## config.mk

```make
export PLATFORM = sky130hd
export DESIGN_NAME = mult_pipe
export DESIGN_NICKNAME = d
export VERILOG_FILES = /design/src/rtl/mult_pipe.sv
export SDC_FILE = /design/constraint.sdc
export NUM_CORES = 1
export LEC_CHECK = 0
export CAP_MARGIN = 10
export CORE_MARGIN = 4
export CORE_UTILIZATION = 24
export DETAILED_ROUTE_END_ITERATION = 10
export GPL_ROUTABILITY_DRIVEN = 0
export PLACE_DENSITY_LB_ADDON = 0.08
export SYNTH_ARGS = -nofsm -noshare
export SYNTH_HDL_FRONTEND = slang
export SYNTH_SLANG_ARGS = --single-unit
export TNS_END_PERCENT = 5
```

## constraint.sdc

```tcl
create_clock -name clk -period 7 [get_ports clk]
set_clock_uncertainty 0.05 [all_clocks]
set_input_delay 0.7 -clock clk [delete_from_list [all_inputs] [get_ports clk]]
set_output_delay 0.7 -clock clk [all_outputs]
set_load 0.02 [all_outputs]
```

## src/rtl/mult_pipe.sv

```systemverilog
// rtl/mult_pipe.sv - pipelined sign-magnitude multiplier with scaling, rounding and saturation
module mult_pipe #(
  parameter int N1    = 24,
  parameter int N2    = 16,
  parameter int N_RES = 32,
  parameter int S1    = 0,
  parameter int SHIFT = 7,
  parameter int CNT_W = 16
) (
  input  logic             clk,
  input  logic             rst_n,
  input  logic             in_valid,
  output logic             in_ready,
  input  logic [N1-1:0]    mn1,
  input  logic [N2-1:0]    mn2,
  input  logic             rnd,
  output logic             out_valid,
  input  logic             out_ready,
  output logic [N_RES-1:0] result,
  output logic             ovf,
  output logic [CNT_W-1:0] ovf_cnt,
  input  logic             cnt_clr
);

  localparam int M1 = N1 - S1;
  localparam int M2 = N2 - 1;
  localparam int PW = M1 + M2;
  localparam int MW = N_RES - 1;
  // Scaled product width: one spare bit so the rounding increment cannot wrap.
  localparam int QW = PW - SHIFT + 1;

  // Stage 1: operand magnitudes, result sign, rounding mode
  logic          st1_vld_q, st1_vld_d;
  logic [M1-1:0] st1_mag1_q, st1_mag1_d;
  logic [M2-1:0] st1_mag2_q, st1_mag2_d;
  logic          st1_sgn_q, st1_sgn_d;
  logic          st1_rnd_q, st1_rnd_d;

  // Stage 2: full-width magnitude product
  logic          st2_vld_q, st2_vld_d;
  logic [PW-1:0] st2_prod_q, st2_prod_d;
  logic          st2_sgn_q, st2_sgn_d;
  logic          st2_rnd_q, st2_rnd_d;

  // Stage 3: delivered result
  logic             out_vld_q, out_vld_d;
  logic [N_RES-1:0] res_q, res_d;
  logic             ovf_q, ovf_d;

  logic [CNT_W-1:0] cnt_q, cnt_d;

  // Whole pipeline advances only when the output register is free or being drained.
  logic en;
  assign en       = ~out_vld_q | out_ready;
  assign in_ready = en;

  // Stage-3 datapath: scale, optional round-half-up, saturate, sign fix-up
  logic [QW-1:0] q_trunc;
  logic [QW-1:0] q_sum;
  logic          rnd_bit;
  logic          sat_c;
  logic [MW-1:0] mag_c;
  logic          sgn_c;

  assign q_trunc = QW'(st2_prod_q >> SHIFT);

  generate
    if (SHIFT > 0) begin : g_rnd
      assign rnd_bit = st2_rnd_q & st2_prod_q[SHIFT-1];
    end else begin : g_no_rnd
      assign rnd_bit = 1'b0;
    end
  endgenerate

  assign q_sum = q_trunc + QW'(rnd_bit);

  generate
    if (QW > MW) begin : g_sat
      assign sat_c = |q_sum[QW-1:MW];
      assign mag_c = sat_c ? {MW{1'b1}} : q_sum[MW-1:0];
    end else if (QW == MW) begin : g_fit
      assign sat_c = 1'b0;
      assign mag_c = q_sum;
    end else begin : g_ext
      assign sat_c = 1'b0;
      assign mag_c = {{(MW-QW){1'b0}}, q_sum};
    end
  endgenerate

  // A zero magnitude always carries a positive sign.
  assign sgn_c = st2_sgn_q & (|mag_c);

  // Next-state values for every pipeline stage
  always_comb begin
    st1_vld_d  = in_valid;
    st1_mag1_d = mn1[M1-1:0];
    st1_mag2_d = mn2[M2-1:0];
    st1_sgn_d  = mn2[N2-1] ^ ((S1 != 0) && mn1[N1-1]);
    st1_rnd_d  = rnd;

    st2_vld_d  = st1_vld_q;
    st2_prod_d = {{M2{1'b0}}, st1_mag1_q} * {{M1{1'b0}}, st1_mag2_q};
    st2_sgn_d  = st1_sgn_q;
    st2_rnd_d  = st1_rnd_q;

    out_vld_d  = st2_vld_q;
    res_d      = {sgn_c, mag_c};
    ovf_d      = sat_c;
  end

  // Pipeline registers: all stages hold together while the output is stalled
  always_ff @(posedge clk or negedge rst_n) begin
    if (!rst_n) begin
      st1_vld_q  <= 1'b0;
      st1_mag1_q <= '0;
      st1_mag2_q <= '0;
      st1_sgn_q  <= 1'b0;
      st1_rnd_q  <= 1'b0;
      st2_vld_q  <= 1'b0;
      st2_prod_q <= '0;
      st2_sgn_q  <= 1'b0;
      st2_rnd_q  <= 1'b0;
      out_vld_q  <= 1'b0;
      res_q      <= '0;
      ovf_q      <= 1'b0;
    end else if (en) begin
      st1_vld_q  <= st1_vld_d;
      st1_mag1_q <= st1_mag1_d;
      st1_mag2_q <= st1_mag2_d;
      st1_sgn_q  <= st1_sgn_d;
      st1_rnd_q  <= st1_rnd_d;
      st2_vld_q  <= st2_vld_d;
      st2_prod_q <= st2_prod_d;
      st2_sgn_q  <= st2_sgn_d;
      st2_rnd_q  <= st2_rnd_d;
      out_vld_q  <= out_vld_d;
      res_q      <= res_d;
      ovf_q      <= ovf_d;
    end
  end

  // Overflow counter next state: clear wins, increment sticks at all-ones
  always_comb begin
    cnt_d = cnt_q;
    if (cnt_clr) begin
      cnt_d = '0;
    end else if (out_vld_q && out_ready && ovf_q && (cnt_q != {CNT_W{1'b1}})) begin
      cnt_d = cnt_q + CNT_W'(1);
    end
  end

  // Overflow counter register
  always_ff @(posedge clk or negedge rst_n) begin
    if (!rst_n) begin
      cnt_q <= '0;
    end else begin
      cnt_q <= cnt_d;
    end
  end

  assign out_valid = out_vld_q;
  assign result    = res_q;
  assign ovf       = ovf_q;
  assign ovf_cnt   = cnt_q;

endmodule

```

* Word level (Yosys, flattened, before mapping)
Cells that the tools add are included.
W data, S select, Z words.
** Storage, ports and cells
- Bits in registers :: 134
- Input port bits :: 46
** Cells by class
- Add/sub/neg operators :: 2
- Multipliers :: 1
- Equality and inequality tests :: 1
- Multiplexer cells :: 3
- Bitwise gates (word level) :: 4
- Reductions and logical operators :: 6
** Operators by type and width (number)
- $mul A24 B15 Y39 :: 1
- $add A32 B1 Y33 :: 1
- $mux W16 :: 2
- $mux W31 :: 1
- $reduce_or A31 Y1 :: 1
- $add A16 B1 Y16 const B :: 1
- $ne A16 B16 Y1 const B :: 1
- $logic_and A1 B1 Y1 :: 3
- $and A1 B1 Y1 :: 2
- $reduce_bool A2 Y1 :: 1
- $reduce_or A2 Y1 :: 1
- $not A1 Y1 :: 1
- $or A1 B1 Y1 :: 1

* Depth between registers and ports, before layout
Gate-level depths: netlist of run 1.
- Depth in word-level cells :: 6
- Gate-level depth with buffers :: 23

* Worst setup path after synthesis of run 1
Ideal clock, no wire load.
- Path kind :: reg-to-reg
- Start :: register st1_mag2_q[0]
- End :: register st2_prod_q[30]
- Arrival time :: 6.013 ns
- Required time :: 6.827 ns
- Setup slack :: 0.815 ns
- Cell stages (with the launch flop) :: 22
- Buffers on the path :: 1
- Clock period less this slack :: 6.185 ns
- Path through :: dfrtp_1 -> clkbuf_1 -> and2_1 -> fa_1 -> inv_1 -> fa_1 -> inv_1 -> fa_1 -> inv_1 -> fa_1 -> fa_1 -> inv_1 -> fa_1 -> ha_1 -> or3_1 -> a211o_1 -> a221oi_4 -> a2111oi_4 -> o31ai_4 -> nand2_2 -> a2111o_1 -> o221a_2
** On the way
- Longest elaborated chain between the ends :: 1
** RTL lines
- from (decl) :: line 35 : logic [M2-1:0] st1_mag2_q, st1_mag2_d;
- from (signal assigned) :: line 129 : st1_mag2_q <= st1_mag2_d;
- $mul A24 B15 Y39 :: line 102 : st2_prod_d = {{M2{1'b0}}, st1_mag1_q} * {{M1{1'b0}}, st1_mag2_q};
- to (signal assigned) :: line 133 : st2_prod_q <= st2_prod_d;
- to (decl) :: line 41 : logic [PW-1:0] st2_prod_q, st2_prod_d;
No other way between the ends.
A chain may end at the register's enable or synchronous reset.

* Final worst setup path of run 1
- Start :: register st1_mag2_q[7]
- End :: register st2_prod_q[20]
Same word-level chain as after synthesis.

==> results_dict.tcl, run 1 <==
set metrics [dict create \
    core_area_mm2 0.0701 \
    slew_viol_final 0 \
    yosysWarnings 0 \
    ant_nets 0 \
    initial_core_util 0.243 \
    postSynth.asyncResetShare 1.00 \
    status "complete, no violations" \
    cpLargestDelayFamily "adder cells" \
    setup.worst_path.start "st1_mag2_q[7]" \
    hold_class "in2async" \
    place_hpwl_um 40600 \
    layout.nets 2406 \
    hold_viol 0 \
    cap_viol_max_count 0 \
    row_count 97 \
    area_delta_synth_final_pct 16.7 \
    crit_chain "buf_4 > nand2_1 > fa_1 > fa_1 > inv_1 > fa_1 > fa_1 > fa_1 > inv_1 > fa_1 > inv_1 > ha_1 > and2_1 > a211o_1 > a2111o_1 > a31oi_1 > o31ai_1 > a21oi_1 > xor2_1 > a21oi_1" \
    ys.flop_type "dfrtp_1" \
    critPathBufInv 4 \
    cts_resized 0 \
    avgRoutedWirePerCell_um 17.0 \
    die_height_um 274 \
    insertion_delay_ps 480 \
    max_stage_delay_ps 730 \
    synth-seq-cells 128 \
    firstDrtPassIters 4 \
    worstSetupPathType "reg2reg" \
    crit_fanout 12 \
    drc_errors 0 \
    first_iter_violations 552 \
    grt_first_pass_wirelength_um 80600 \
    clockRootBuffer "clkbuf_16" \
    min_period_ps 6660 \
    synth-edff-count 0 \
    cts_tree "built" \
    dr_total_vias 12600 \
    avgSynthCellArea_um2 8.97 \
    fill_cells 7637 \
    clk_path_buf_depth 2 \
    multiInputGateArea_mm2 0.0123 \
    antenna_found_initial 0 \
    grt_start_max_net_pins 78 \
    slowest_stage "dfrtp_1" \
    htree_levels 4 \
    synthesis.area_mm2 0.0170 \
    tns_ps 0 \
    grt_overflow 0 \
    regArea_mm2 0.00320 \
    post_cts_buffers 0 \
    cp_common_cell "fa_1" \
    ctsHoldBuffers 0 \
    vias_per_cell 4.29 \
    fin_crit_sh 0.952 \
    path_clk_slew_ps 60 \
    relSlewSlack 0.483 \
    finalSetupViolCount 0 \
    fmax_mhz 150 \
    cts.sinks 128 \
    r2r-start "st1_mag2_q[7]" \
    worst_pin_slew_ps 775 \
    yosysUniqueCellTypes 63 \
    ys_seq_area_frac 0.188 \
    layout-drive-gt1-share 0.0549 \
    io_pins 97 \
    syn_inst 1900 \
    cts_buffers 17 \
    cp-start-kind "register" \
    io_buffers 96 \
    dieWidth_um 274 \
    cp.required_ps 7270 \
    syn-num-nets 2332 \
    arrival_ps 6940 \
    grt_pass1_vias 13800 \
    wl_um 49800 \
    grt_usage 0.139 \
    endpoint_kind "register" \
    diodes 0 \
    rsz0062_at_grt "no" \
    dieArea_mm2 0.0753 \
]
[final timing paths]
kind                       cells after the start        endpoint  slack [ps]
max in group asynchronous                      2   st1_mag1_q[3]        5350
min in group clk                               2       out_vld_d         410
max                                           20  st2_prod_q[20]         340
min                                            1      result[28]         220
min reg2reg                                    2       out_vld_d         410
max reg2reg                                   20  st2_prod_q[20]         340
[cells by family after synthesis]
group,Yosys count,share of synthesized area
simple gates,742,0.208
buf+inv,403,0.0894
fa+ha+maj,386,0.408
compound gates,168,0.0684
flops,128,0.188
xor+xnor,67,0.0344
mux,6,0.00375
[stage by stage]
| stage | hold slack (ps) | cells | setup slack, ps | cell area, µm² | util |
|---|---|---|---|---|---|
| 6_report | 215 | 2927 | 339 | 19900 | 0.283 |
| 5_1_grt | 263 | 2927 | 11.0 | 19900 | 0.283 |
| 4_1_cts | 223 | 2927 | 303 | 19900 | 0.283 |
| 3_5_place_dp | 397 | 2895 | 353 | 19200 | 0.274 |
| 3_3_place_gp | 395 | 2895 | 337 | 19200 | 0.274 |
| 2_1_floorplan | 354 | 1900 | 815 | 17000 | - |
[sequential cells by signal, summed over array words and instances, names as in the netlist]
register,flops
st2_prod_q,33
ovf,1
st1_vld_q,1
st2_rnd_q,1
st1_sgn_q,1
st1_mag1_q,24
st1_rnd_q,1
st2_sgn_q,1
out_valid,1
ovf_cnt,16
st1_mag2_q,15
out_vld_d,1
result,32
[synthesized netlist by cell type (8+ instances only)]
master    count  area, µm²
nand2_1     353       1330
inv_1       306       1150
fa_1        283       5670
and2_1      199       1240
dfrtp_1     128       3200
ha_1        103       1290
nor2_1       90        338
clkbuf_1     84        315
a21oi_1      36        180
xnor2_1      36        315
a31oi_1      32        200
xor2_1       31        272
o21ai_0      27        135
nand4_1      23        144
nand3_1      22        110
a21o_1       14        105
and3_1       13       81.3
o31ai_1       9       67.6
nor3_1        8       40.0
[routing by layer]
layer,vias up,share of wire,global-route usage
li1,5983,-,-
met1,6435,0.46,0.182
met2,123,0.50,0.242
met3,30,0.024,0.0220
met4,0,0.013,0.0317
met5,-,0,0
[cell usage in the layout, fill, tap and decap left out, types with 6 or more instances in the layout]
cell / count
nand2_1: 353
inv_1: 306
fa_1: 283
and2_1: 199
dfrtp_1: 127
ha_1: 103
clkdlybuf4s50_1: 95
nor2_1: 90
buf_4: 54
a21oi_1: 36
xnor2_1: 36
a31oi_1: 32
xor2_1: 31
o21ai_0: 27
nand4_1: 23
nand3_1: 22
clkbuf_16: 17
a21o_1: 14
and3_1: 13
o31ai_1: 9
nor3_1: 8
nor2b_1: 6
a211oi_1: 6
[worst reg2reg max path, cell delays in order (launching register included)]
cell and delay [ps]:
dfrtp_1 730, buf_4 260, nand2_1 80, fa_1 510, fa_1 400, inv_1 90
fa_1 440, fa_1 510, fa_1 540, inv_1 70, fa_1 480, inv_1 40
ha_1 340, and2_1 200, a211o_1 320, a2111o_1 390, a31oi_1 240, o31ai_1 170
a21oi_1 380, xor2_1 210, a21oi_1 90
[cell type report]
cell class | count | area share
clock buffers | 18 | 0.0216
multi-input cells | 1369 | 0.620
well taps | 940 | 0.0592
inverters | 307 | 0.0581
clock inverters | 14 | 0.0103
repair buffers | 151 | 0.0698
flip-flops and latches | 128 | 0.161
Power of run 1 is not shown: default switching activity piles up to over one toggle a cycle in this logic, so the estimate is an artifact.
==> run 2, diff against run 1 <==
--- a/config.mk
+++ b/config.mk
@@ -5,11 +5,11 @@
 export SDC_FILE = /design/constraint.sdc
 export NUM_CORES = 1
 export LEC_CHECK = 0
-export CAP_MARGIN = 10
 export CORE_MARGIN = 4
-export CORE_UTILIZATION = 24
+export CORE_UTILIZATION = 43
 export DETAILED_ROUTE_END_ITERATION = 10
 export GPL_ROUTABILITY_DRIVEN = 0
+export HOLD_SLACK_MARGIN = 0.02
 export PLACE_DENSITY_LB_ADDON = 0.08
 export SYNTH_ARGS = -nofsm -noshare
 export SYNTH_HDL_FRONTEND = slang
==> results_dict.tcl, run 2 (synthesized netlist as in run 1, its figures left out) <==
set metrics [dict create \
    status "complete, no violations" \
    worst_pin_slew_ps 920 \
    fmax_mhz 151 \
    core_area_mm2 0.0389 \
    clockRootBuffer "clkbuf_16" \
    top_register "st2_prod_q" \
    cts.sinks 128 \
    ant_nets 0 \
    dieArea_mm2 0.0429 \
    initial_core_util 0.438 \
    firstDrtPassIters 5 \
    cp-start-kind "register" \
    row_count 72 \
    die_height_um 207 \
    slew_viol_final 0 \
    area_delta_synth_final_pct 12.2 \
    post_cts_buffers 0 \
    io_buffers 96 \
    layout.nets 2385 \
    fin_crit_sh 0.949 \
    ctsHoldBuffers 0 \
    endpoint_kind "register" \
    cts_tree "built" \
    worstSetupPathType "reg2reg" \
    fin_util 0.491 \
    grt_first_pass_wirelength_um 71300 \
    first_iter_violations 765 \
    grt_pass1_vias 13700 \
    insertion_delay_ps 460 \
    diodes 0 \
    path_clk_slew_ps 60 \
    grt_start_max_net_pins 84 \
    wl_um 41500 \
    cts_buffers 17 \
    grt_overflow 0 \
    place_hpwl_um 33500 \
    largest_reg_flops 33 \
    cap_viol_max_count 0 \
    arrival_ps 6930 \
    reg2reg_slack_ps 360 \
    fill_cells 3817 \
    cp.required_ps 7290 \
    grt_usage 0.203 \
    final_common_cell "nand2_1" \
    cts_resized 0 \
    layout-drive-gt1-share 0.0443 \
    finalSetupViolCount 0 \
    avgRoutedWirePerCell_um 16.7 \
    setup.worst_path.start "st1_mag2_q[4]" \
    layout_common_cells "353 x nand2_1, 306 x inv_1, 283 x fa_1" \
    vias_per_cell 5.04 \
    r2r-start "st1_mag2_q[4]" \
    antenna_found_initial 0 \
    dr_total_vias 12500 \
    htree_levels 4 \
    dieWidth_um 207 \
    hold_viol 0 \
    drc_errors 0 \
    io_pins 97 \
    crit_fanout 14 \
    tns_ps 0 \
    hold_ws_ps 171 \
    rsz0062_at_grt "no" \
    hold_class "in2async" \
    min_period_ps 6640 \
    clk_path_buf_depth 2 \
    relSlewSlack 0.387 \
]
## run 2: cell types whose count changed in the layout (fill, tap and decap cells not counted), moves of 2 or more
cell        delta
inv_6          -2
clkbuf_8       +2
bufinv_16      -3
buf_4         -20
clkinv_4       -2
clkinvlp_4     +3
## run 2: per-layer routing
metal | wire (µm) | vias to the layer above | track usage
met2 | 21700 | 162 | 0.361
li1 | - | 5949 | -
met4 | 769 | 0 | 0.0508
met3 | 1050 | 43 | 0.0301
met1 | 18000 | 6370 | 0.261
met5 | 0 | - | 0
## run 2: stage by stage
step,instances,setup WS [ps],area (µm²)
floorplan,1900,815,17000
detailed placement,2452,314,18500
CTS,2484,261,19100
global placement,2452,382,18500
global route,2484,1.53,19100
finish,2484,360,19100
## run 2: worst max-delay path, stage by stage, from the launching register on
cell and delay [ps]:
dfrtp_1 540, buf_4 270, and2_1 180, fa_1 500, inv_1 50, fa_1 490, inv_1 60, fa_1 490
fa_1 510, fa_1 500, inv_1 70, fa_1 470, inv_1 40, ha_1 330, nand2_1 120, nor2_1 70
a211oi_1 480, o22ai_1 290, o31ai_4 340, nand2_2 110, a2111o_1 420, o221a_2 120
## run 2: worst paths after layout
path	depth (start not counted)	end
hold / removal	1	result[30]
min in group clk	1	out_valid
max in group asynchronous	2	st1_mag2_q[3]
setup / recovery	21	st2_prod_q[30]
hold reg to reg	1	out_valid
setup reg to reg	21	st2_prod_q[30]
## run 2: area by class of cell
cell class              count  area, µm²  area share
clock buffers              21        460      0.0241
flip-flops and latches    128       3200       0.168
multi-input cells        1369      12300       0.645
clock inverters            11        108     0.00563
inverters                 307       1150      0.0604
well taps                 518        648      0.0339
repair buffers            130       1220      0.0637
Power of run 2 is left out for the same reason.
==> run 3, diff against run 2 <==
--- a/config.mk
+++ b/config.mk
@@ -11,6 +11,8 @@
 export GPL_ROUTABILITY_DRIVEN = 0
 export HOLD_SLACK_MARGIN = 0.02
 export PLACE_DENSITY_LB_ADDON = 0.08
+export SETUP_SLACK_MARGIN = 0.5
+export SKIP_CTS_REPAIR_TIMING = 1
 export SYNTH_ARGS = -nofsm -noshare
 export SYNTH_HDL_FRONTEND = slang
 export SYNTH_SLANG_ARGS = --single-unit
==> results_dict.tcl, run 3 (synthesized netlist as in run 1, its figures left out) <==
set metrics [dict create \
    cts.sinks 128 \
    cp-start-kind "register" \
    worstSetupPathType "reg2reg" \
    min_period_ps 6400 \
    first_iter_violations 717 \
    avgRoutedWirePerCell_um 16.8 \
    core_area_mm2 0.0389 \
    dr_total_vias 12700 \
    hold_viol 0 \
    die_height_um 207 \
    cts_tree "built" \
    worstRegToRegCells 20 \
    fin_util 0.502 \
    drc_errors 0 \
    io_buffers 96 \
    place_hpwl_um 33500 \
    reg2reg_slack_ps 600 \
    path_clk_slew_ps 60 \
    hold_class "in2async" \
    grt_overflow 0 \
    dieWidth_um 207 \
    initial_core_util 0.438 \
    insertion_delay_ps 460 \
    crit_chain "buf_4 > nand2_1 > fa_1 > fa_1 > inv_1 > fa_1 > fa_1 > fa_1 > inv_1 > fa_1 > inv_1 > ha_1 > or3_1 > a211o_1 > a221oi_4 > a2111oi_4 > o31ai_4 > o21bai_2 > a2111o_1 > o211a_1" \
    area_delta_synth_final_pct 14.7 \
    slew_viol_final 0 \
    clk_path_buf_depth 2 \
    vias_per_cell 5.04 \
    fill_cells 3785 \
    ant_nets 0 \
    top_register "st2_prod_q" \
    htree_levels 4 \
    cts_buffers 17 \
    setup.worst_path.start "st1_mag1_q[8]" \
    final_common_cell "nand2_1" \
    grt_start_max_net_pins 84 \
    max_stage_delay_ps 570 \
    r2r-end "st2_prod_q[32]" \
    fmax_mhz 156 \
    cp_common_cell "fa_1" \
    cap_viol_max_count 0 \
    antenna_found_initial 0 \
    worst_pin_slew_ps 923 \
    cp.required_ps 7290 \
    io_pins 97 \
    row_count 72 \
    layout_common_cells "353 x nand2_1, 306 x inv_1, 283 x fa_1" \
    grt_pass1_vias 13700 \
    finalSetupViolCount 0 \
    layout.nets 2418 \
    arrival_ps 6690 \
    clockRootBuffer "clkbuf_16" \
    rsz0062_at_grt "yes" \
    crit_fanout 10 \
    largest_reg_flops 33 \
    crit_end "st2_prod_q[32]" \
    slowest_stage "fa_1" \
    r2r-start "st1_mag1_q[8]" \
    relSlewSlack 0.385 \
    wl_um 42300 \
    firstDrtPassIters 6 \
    grt_usage 0.203 \
    diodes 0 \
    endpoint_kind "register" \
    layout-drive-gt1-share 0.0805 \
    status "complete, no violations" \
    grt_first_pass_wirelength_um 71300 \
    tns_ps 0 \
    dieArea_mm2 0.0429 \
    fin_crit_sh 0.914 \
]
==> run 3: changes by cell type in the layout (fill, tap and decap cells not counted), sizes merged <==
cell and delta:
clkbuf +1, buf +32
==> run 3: worst min path at each step <==
stage,slack [ps],from,cells past startpoint,to
floorplan,350,rst_n,0,out_valid
global placement,390,out_vld_d,2,out_vld_d
detailed placement,400,st2_rnd_q,2,st2_rnd_q
CTS,200,rst_n,1,st1_mag2_q[5]
global route,230,rst_n,1,result[30]
finish,170,rst_n,1,result[30]
==> run 3: final cells by class <==
cell class	instances	area [µm²]	area share
Multi-Input combinational cell	1369	12400	0.634
Sequential cell	128	3250	0.166
Timing Repair Buffer	163	1540	0.0787
Inverter	307	1150	0.0591
Tap cell	518	648	0.0332
Clock buffer	21	460	0.0236
Clock inverter	11	108	0.00551
==> run 3: through the flow <==
| stage | instances | instance area (µm²) | worst slack (ps) | hold slack, ps |
|---|---|---|---|---|
| final | 2517 | 19500 | 603 | 173 |
| after global routing | 2517 | 19500 | 377 | 229 |
| after CTS | 2484 | 19100 | 261 | 198 |
| after detailed placement | 2452 | 18500 | 314 | 403 |
| after global placement | 2452 | 18500 | 382 | 393 |
| after floorplan | 1900 | 17000 | 815 | 354 |
==> run 3: critical path, delay by kind of cell, from the launching register on <==
kind	cells	cell delay [ps]
compound gates	7	1760
fa+ha+maj	7	3240
buf+inv	4	290
flops	1	490
simple gates	2	430
==> run 3: per-layer routing <==
layer  vias up  global-route usage  part of all wire
li1       6024                   -                 -
met1      6445               0.261              0.44
met2       167               0.361              0.52
met3        45              0.0301             0.024
met4         0              0.0508             0.018
met5         -                   0                 0
Power of run 3 is left out for the same reason.
